[config.mk]
export PLATFORM = sky130hd
export DESIGN_NAME = fft256_seq_ctrl
export DESIGN_NICKNAME = d
export VERILOG_FILES = /design/src/rtl/fft256_seq_ctrl.sv
export SDC_FILE = /design/constraint.sdc
export NUM_CORES = 1
export LEC_CHECK = 0
export CELL_PAD_IN_SITES_DETAIL_PLACEMENT = 0
export CELL_PAD_IN_SITES_GLOBAL_PLACEMENT = 1
export CORE_ASPECT_RATIO = 1.25
export CORE_MARGIN = 3
export CORE_UTILIZATION = 39
export CTS_CLUSTER_SIZE = 25
export DETAILED_ROUTE_END_ITERATION = 12
export PLACE_DENSITY_LB_ADDON = 0.1
export SYNTH_ARGS = -nofsm -noshare
export SYNTH_HDL_FRONTEND = slang
export SYNTH_SLANG_ARGS = --single-unit
[constraint.sdc]
create_clock -name clk -period 5.1 [get_ports clk]
set_input_delay 0.51 -clock clk [delete_from_list [all_inputs] [get_ports clk]]
set_output_delay 0.51 -clock clk [all_outputs]
set_load 0.01 [all_outputs]
[src/rtl/fft256_seq_ctrl.sv]
// Load/compute/drain/unload sequencer for a memory-based 256-point radix-2 DIT FFT.
// Define FFT_CTRL_OVERRUN_CHK_EN to build the sticky err_overrun detector.
module fft256_seq_ctrl #(
  parameter int N      = 256,
  parameter int LOG2N  = 8,
  parameter int BF_LAT = 3
) (
  input  logic             clk,
  input  logic             rst_n,
  input  logic             in_valid,
  output logic             ld_we,
  output logic [LOG2N-1:0] ld_addr,
  output logic             bf_valid,
  output logic [LOG2N-1:0] bf_addr_a,
  output logic [LOG2N-1:0] bf_addr_b,
  output logic [LOG2N-2:0] tw_idx,
  output logic [2:0]       bf_stage,
  output logic             wb_we,
  output logic [LOG2N-1:0] wb_addr_a,
  output logic [LOG2N-1:0] wb_addr_b,
  output logic             rd_en,
  output logic [LOG2N-1:0] rd_addr,
  output logic             out_valid,
  output logic             busy,
  output logic             err_overrun
);

  localparam int AW = LOG2N;
  localparam logic [AW-1:0] CNT_LAST = AW'(N - 1);
  localparam logic [AW-1:0] J_LAST   = AW'(N / 2 - 1);
  localparam logic [AW-1:0] DR_LAST  = AW'(BF_LAT - 1);
  localparam logic [2:0]    ST_LAST  = 3'(LOG2N - 1);

  typedef enum logic [2:0] {
    S_IDLE,
    S_LOAD,
    S_COMPUTE,
    S_DRAIN,
    S_UNLOAD
  } state_t;

  state_t state, state_n;
  logic [AW-1:0] cnt, cnt_n;
  logic [2:0] stage, stage_n;

  function automatic logic [AW-1:0] bitrev(input logic [AW-1:0] v);
    for (int i = 0; i < AW; i++) bitrev[i] = v[AW-1-i];
  endfunction

  always_ff @(posedge clk) begin
    if (!rst_n) begin
      state     <= S_IDLE;
      cnt       <= '0;
      stage     <= '0;
      out_valid <= 1'b0;
    end else begin
      state     <= state_n;
      cnt       <= cnt_n;
      stage     <= stage_n;
      out_valid <= rd_en;
    end
  end

  // One counter serves as sample count, j, drain count and read address.
  always_comb begin
    state_n  = state;
    cnt_n    = cnt;
    stage_n  = stage;
    ld_we    = 1'b0;
    bf_valid = 1'b0;
    rd_en    = 1'b0;
    unique case (state)
      S_IDLE: begin
        if (in_valid) begin
          ld_we   = 1'b1;
          state_n = S_LOAD;
          cnt_n   = AW'(1);
        end
      end
      S_LOAD: begin
        if (in_valid) begin
          ld_we = 1'b1;
          if (cnt == CNT_LAST) begin
            state_n = S_COMPUTE;
            cnt_n   = '0;
            stage_n = '0;
          end else begin
            cnt_n = cnt + AW'(1);
          end
        end
      end
      S_COMPUTE: begin
        bf_valid = 1'b1;
        if (cnt == J_LAST) begin
          state_n = S_DRAIN;
          cnt_n   = '0;
        end else begin
          cnt_n = cnt + AW'(1);
        end
      end
      S_DRAIN: begin
        if (cnt == DR_LAST) begin
          cnt_n = '0;
          if (stage == ST_LAST) begin
            state_n = S_UNLOAD;
          end else begin
            state_n = S_COMPUTE;
            stage_n = stage + 3'd1;
          end
        end else begin
          cnt_n = cnt + AW'(1);
        end
      end
      S_UNLOAD: begin
        rd_en = 1'b1;
        if (cnt == CNT_LAST) begin
          state_n = S_IDLE;
          cnt_n   = '0;
          stage_n = '0;
        end else begin
          cnt_n = cnt + AW'(1);
        end
      end
      default: state_n = S_IDLE;
    endcase
  end

  logic [AW-1:0] jw, half, jm, a_c;
  logic [3:0] sh_a;
  logic [2:0] sh_t;

  always_comb begin
    jw   = {1'b0, cnt[AW-2:0]};
    half = AW'(1) << stage;
    jm   = jw & (half - AW'(1));
    sh_a = 4'(stage) + 4'd1;
    sh_t = ST_LAST - stage;
    a_c  = ((jw >> stage) << sh_a) | jm;
  end

  assign ld_addr   = ld_we ? bitrev(cnt) : '0;
  assign bf_addr_a = bf_valid ? a_c : '0;
  assign bf_addr_b = bf_valid ? a_c + half : '0;
  assign tw_idx    = bf_valid ? (AW-1)'(jm << sh_t) : '0;
  assign bf_stage  = stage;
  assign rd_addr   = rd_en ? cnt : '0;
  assign busy      = (state != S_IDLE);

  logic [BF_LAT-1:0] wv;
  logic [AW-1:0] wa [BF_LAT];
  logic [AW-1:0] wbb [BF_LAT];

  always_ff @(posedge clk) begin
    if (!rst_n) begin
      wv <= '0;
      for (int i = 0; i < BF_LAT; i++) begin
        wa[i]  <= '0;
        wbb[i] <= '0;
      end
    end else begin
      wv[0]  <= bf_valid;
      wa[0]  <= bf_addr_a;
      wbb[0] <= bf_addr_b;
      for (int i = 1; i < BF_LAT; i++) begin
        wv[i]  <= wv[i-1];
        wa[i]  <= wa[i-1];
        wbb[i] <= wbb[i-1];
      end
    end
  end

  assign wb_we     = wv[BF_LAT-1];
  assign wb_addr_a = wa[BF_LAT-1];
  assign wb_addr_b = wbb[BF_LAT-1];

`ifdef FFT_CTRL_OVERRUN_CHK_EN
  logic err_q;
  always_ff @(posedge clk) begin
    if (!rst_n) begin
      err_q <= 1'b0;
    end else if (in_valid && (state == S_COMPUTE ||
                 state == S_DRAIN || state == S_UNLOAD)) begin
      err_q <= 1'b1;
    end
  end
  assign err_overrun = err_q;
`else
  assign err_overrun = 1'b0;
`endif

endmodule

Yosys cells after proc, flatten, opt, wreduce, memory -nomap -nowiden --
Memories as Yosys holds them, arrays and structs flattened. Cells that the tools add are included.
Operators by class: $add $sub $neg 6, equal/unequal tests 15, shift-type cells 4, muxes and demuxes 36, bitwise gates (word level) 8, reduce and logical (&&, ||, !) cells 8
Operators by type and width (number):
- $mux 8 | 15
- $pmux 8 s5 | 1
- $mux 3 | 11
- $pmux 3 s5 | 1
- $ne 2x2->1 const B | 7
- $pmux 3 s3 | 1
- $add 8x1->8 const B | 1
- $add 8x8->8 | 1
- $and 7x8->8 | 1
- $eq 8x2->1 const B | 1
- $eq 8x7->1 const B | 1
- $eq 8x8->1 const B | 1
- $or 8x8->8 | 1
- $shl 1x3->8 const A | 1
- $shl 8x3->7 | 1
- $shl 8x4->8 | 1
- $shr 7x3->8 | 1
- $sub 8x1->8 const B | 1
- $mux 7 | 1
- $eq 3x2->1 const B | 2
- $eq 3x3->1 const B | 2
- $mux 1 | 6
- $or 1x1->1 | 6
- $reduce_and 6->1 | 1
- 10 further kinds | 11
Storage, ports and cells: register bits after elaboration 18, RAM bits 48, input bits 3, output and inout bits 65, logic and storage cells 84, memories kept 2
Memories:
- wa | depth 3, width 8, rd ports 3, clocked after Yosys merged registers in 0, write ports 3, line 150 | logic [AW-1:0] wa [BF_LAT];
- wbb | depth 3, width 8, rd ports 3, clocked after Yosys merged registers in 0, write ports 3, line 151 | logic [AW-1:0] wbb [BF_LAT];

Longest topological paths before layout --
Gate-level depths: netlist of run 1.
word-level depth 7, depth in mapped cells 18, depth with buffers taken out 15

Worst setup path before layout of run 1 --
Ideal clock, no wire load.
path type register -> output, start point register stage[1], in the netlist bf_stage[1], end point output port bf_addr_b[7], data arrival time 3.584 ns, required time 4.590 ns, path slack 1.006 ns, cell stages (with the launch flop) 19, buffers on the path 3, path through dfxtp_1 -> buf_4 -> buf_2 -> inv_2 -> ha_1 -> buf_2 -> mux2i_1 -> mux2i_1 -> a32o_1 -> a21oi_1 -> o21a_1 -> inv_1 -> ha_1 -> and3_1 -> a2111oi_2 -> a21oi_1 -> xnor2_1 -> xnor2_1 -> nor2_1
Between the ends: word-level cells in the longest chain between the ends 6, elaborated cells between the ends (all ways) 9, classes of those cells add/sub: 3; shift: 3; mux: 1; bitwise: 2
RTL lines:
- start: declaration | line 44 | logic [2:0] stage, stage_n;
- start signal: assignment | line 59 | stage <= stage_n;
- $shl 1x3->8 | line 134 | half = AW'(1) << stage;
- $sub 8x1->8 | line 135 | jm = jw & (half - AW'(1));
- $and 7x8->8 | line 135
- $or 8x8->8 | line 138 | a_c = ((jw >> stage) << sh_a) | jm;
- $add 8x8->8 * | line 143 | assign bf_addr_b = bf_valid ? a_c + half : '0;
- $mux 8 * | line 143
- end: declaration | line 15 | output logic [LOG2N-1:0] bf_addr_b,
Every way passes the cells marked *; elsewhere a longest branch is shown, timed or not.

Worst setup path in the final report of run 1 --
Same ends and word-level chain as after synthesis.

==> out/qor.yml, run 1 <==
vias_per_cell: 5.213
overflow: 0
worstSetupEndpoint: "bf_addr_b[7]"
portBuffers: 66
crit_chain: "buf_6 > mux4_2 > o21ai_2 > a211oi_1 > a21oi_1 > inv_1 > ha_1 > and3_1 > a2111oi_2 > a21oi_1 > xnor2_1 > xnor2_1 > nor2_1 > clkdlybuf4s50_1"
fp.dieArea_um2: 10910
worstPathMaxFanout: 20
finalSetupViolCount: 0
grt_max_degree: 34
fin_crit_sh_pct: 93.38
leakagePower_nw: 1.848
fin_crit_ns: 4.762
insertedDiodeCount: 0
final.setup_skew_ns: 0.007458
setup_ws_ns: 0.3378
cp-end-kind: "output port"
syn-instance-count: 462
clock_latency_ns: 0.33
power.total_mw: 1.734
grt_pass1_wl_um: 16260
htree_levels: 3
slew_headroom_pct: 44.42
syn_area_um2: 3776
internal_power_mw: 1.162
timing_worst_setup_path_type: "reg2out"
cts_resized: 0
maxSlewViolCount: 0
cp_num_cells: 14
antenna_left: 0
finalWeightedCongestion: 0.8104
startpoint_type: "register"
fp.dieH_um: 116.0
setup_tns_ns: 0
ys_ff_latch: 66
worstPathArrival_ns: 4.25
num_vias: 3248
cp_slowest_cell: "clkdlybuf4s50_1"
seqPwrFrac_pct: 33.5
finalHoldViolations: 0
area_growth_pct: 24.52
power_density_nw_per_um2: 368.8
ir_drop_mv: 0.1793
fin_cells: 623
min_path_type: "reg2reg"
clock.fmax_mhz: 210.0
synth_ff_type: "dfxtp_1"
post_cts_buffers: 0
swShare_pct: 32.96
maxCapViolCount: 0
pwr-share-clk_pct: 37.6
core_area_um2: 9271
yosys.cell_types.count: 63
synth_seq_area_share_pct: 34.99
worstPathRequired_ns: 4.59
cp_num_buf_inv: 3
layout_common_cells: "dfxtp_1, clkdlybuf4s50_1, and2_1"
timing.rr.end: "wbb[0][7]$_SDFF_PN0_"
synth_fp_nets: 481
cts_hold_buf: 0
switching_power_mw: 0.5715
cts_buffer_depth: 2
rsz0062_at_grt: "no"
die_x_um: 94.01
placed_area_um2: 4373
crit_start: "bf_stage[1]$_SDFFE_PN0P_"
dpl_worst_slack_ns: 0.6134
combPwrFrac_pct: 28.9
dp_cells: 607
critPathTopFamily: "compound AO/OA/AOI/OAI gates"
synth_edf_count: 0
final_area_um2: 4702
clockRootBuffer: "clkbuf_16"
reg2reg_depth: 13
r2r_start: "bf_stage[1]$_SDFFE_PN0P_"
dp_hpwl_um: 7188
drive_gt1_share_pct: 8.000
yosys_warnings: 0
antenna_found_initial: 0
final_util_pct: 50.72
drc: 0
cp_slowest_stage_delay_ns: 0.55
clock-sinks: 66
syn_area_per_cell_um2: 8.173
async_reset_ff_share_pct: 0
cts_buffers: 9
gr-usage-all-layers_pct: 19.28
initial_core_util_pct: 40.73
grt_pass1_vias: 3122
holdWs_ns: 0.4263
detail_route.iter0.violations: 154
reg2reg_setup_slack_ns: 1.60
layout.nets: 514
drt-total-wl_um: 10040
cts_tree: "yes"
first_pass_iters: 5
rows: 39
worst_slew_pin_slew_ns: 0.8291
status: "completed"
pin_count: 68
avgRoutedWirePerCell_um: 16.11
clk_pin_slew_worst_paths_ns: 0.06
-- routing by layer --
metal / global-route usage, % / vias to the layer above / part of all wire [%]
met1: 23.15 / 1518 / 42
met5: 0 / - / 0
li1: - / 1623 / -
met3: 4.156 / 12 / 4.9
met2: 33.68 / 95 / 51
met4: 7.129 / 0 / 2.0
-- synth_stat cells, types with 2 or more instances --
cell type | n | share of area [%]
dfxtp_1 | 66 | 35
and2_1 | 52 | 8.6
nor2_1 | 44 | 4.4
nand2_1 | 21 | 2.1
a21oi_1 | 20 | 2.7
inv_1 | 20 | 2.0
and3_1 | 19 | 3.1
clkbuf_1 | 19 | 1.9
buf_4 | 18 | 3.6
ha_1 | 15 | 5.0
o21ai_1 | 15 | 2.0
nor3_1 | 13 | 1.7
buf_2 | 12 | 1.6
nor2b_1 | 12 | 2.0
mux2i_1 | 11 | 2.9
o21ai_0 | 10 | 1.3
nand3_1 | 6 | 0.80
a211oi_1 | 5 | 0.99
o211ai_1 | 5 | 0.99
xnor2_1 | 5 | 1.2
a21boi_1 | 4 | 0.80
buf_1 | 4 | 0.40
nand2b_1 | 4 | 0.66
nand3b_1 | 4 | 0.80
a22oi_1 | 3 | 0.60
inv_2 | 3 | 0.30
nand4_1 | 3 | 0.50
o21a_1 | 3 | 0.60
o31a_1 | 3 | 0.70
xor2_1 | 3 | 0.70
a311oi_2 | 2 | 0.80
a31oi_1 | 2 | 0.33
a41o_1 | 2 | 0.53
and4_1 | 2 | 0.46
o21bai_1 | 2 | 0.40
o22ai_1 | 2 | 0.33
o31ai_1 | 2 | 0.40
-- flip-flops by register name (all words and copies together), names as in the netlist --
name / flops
wv: 3
wa: 24
wbb: 24
state: 3
cnt: 8
out_valid: 1
bf_stage: 3
-- power by group through the flow --
| stage | Sequential, mW | Clock [mW] | Combinational [mW] |
|---|---|---|---|
| after floorplan | 0.569 | 0 | 0.375 |
| after global placement | 0.592 | 0 | 0.497 |
| after detailed placement | 0.592 | 0 | 0.498 |
| after CTS | 0.581 | 0.671 | 0.500 |
| after global routing | 0.587 | 0.693 | 0.555 |
| final | 0.581 | 0.652 | 0.501 |
-- worst min path at each step --
stage,from,endpoint,slack (ns),cells past startpoint
after CTS,wbb[0][14]$_SDFF_PN0_,wbb[0][22]$_SDFF_PN0_,0.43,1
after floorplan,wa[0][2]$_SDFF_PN0_,wa[0][10]$_SDFF_PN0_,0.41,1
after global routing,wa[0][0]$_SDFF_PN0_,wa[0][8]$_SDFF_PN0_,0.44,1
after detailed placement,wa[0][0]$_SDFF_PN0_,wa[0][8]$_SDFF_PN0_,0.42,1
final,wbb[0][14]$_SDFF_PN0_,wbb[0][22]$_SDFF_PN0_,0.43,1
after global placement,wa[0][10]$_SDFF_PN0_,wa[0][18]$_SDFF_PN0_,0.41,1
-- final cells by class --
cell class / count / area (um^2)
inverter: 23 / 86.33
tap: 123 / 153.9
multi-input combinational: 319 / 2081
fill: 929 / 4569
timing repair buffer: 76 / 739.5
clock inverter: 6 / 91.34
clock buffer: 10 / 229.0
sequential: 66 / 1321
-- cells by family after synthesis --
family / share of synthesized area, %
and+or+nand+nor: 27.10
AOI/OAI and AO/OA: 16.90
buffers and inverters: 10.04
DFF: 34.99
adders and majority gates: 5.500
muxes: 3.512
xor gates and xnor gates: 1.856
other: 0.09931
(Power assumes the default switching activity.)
==> run 2: changes to the inputs <==
Settings changed: CTS_CLUSTER_DIAMETER set to 60.
==> results of run 2 <==
Same layout as run 1: the final DEF is identical, and so are final timing and power.
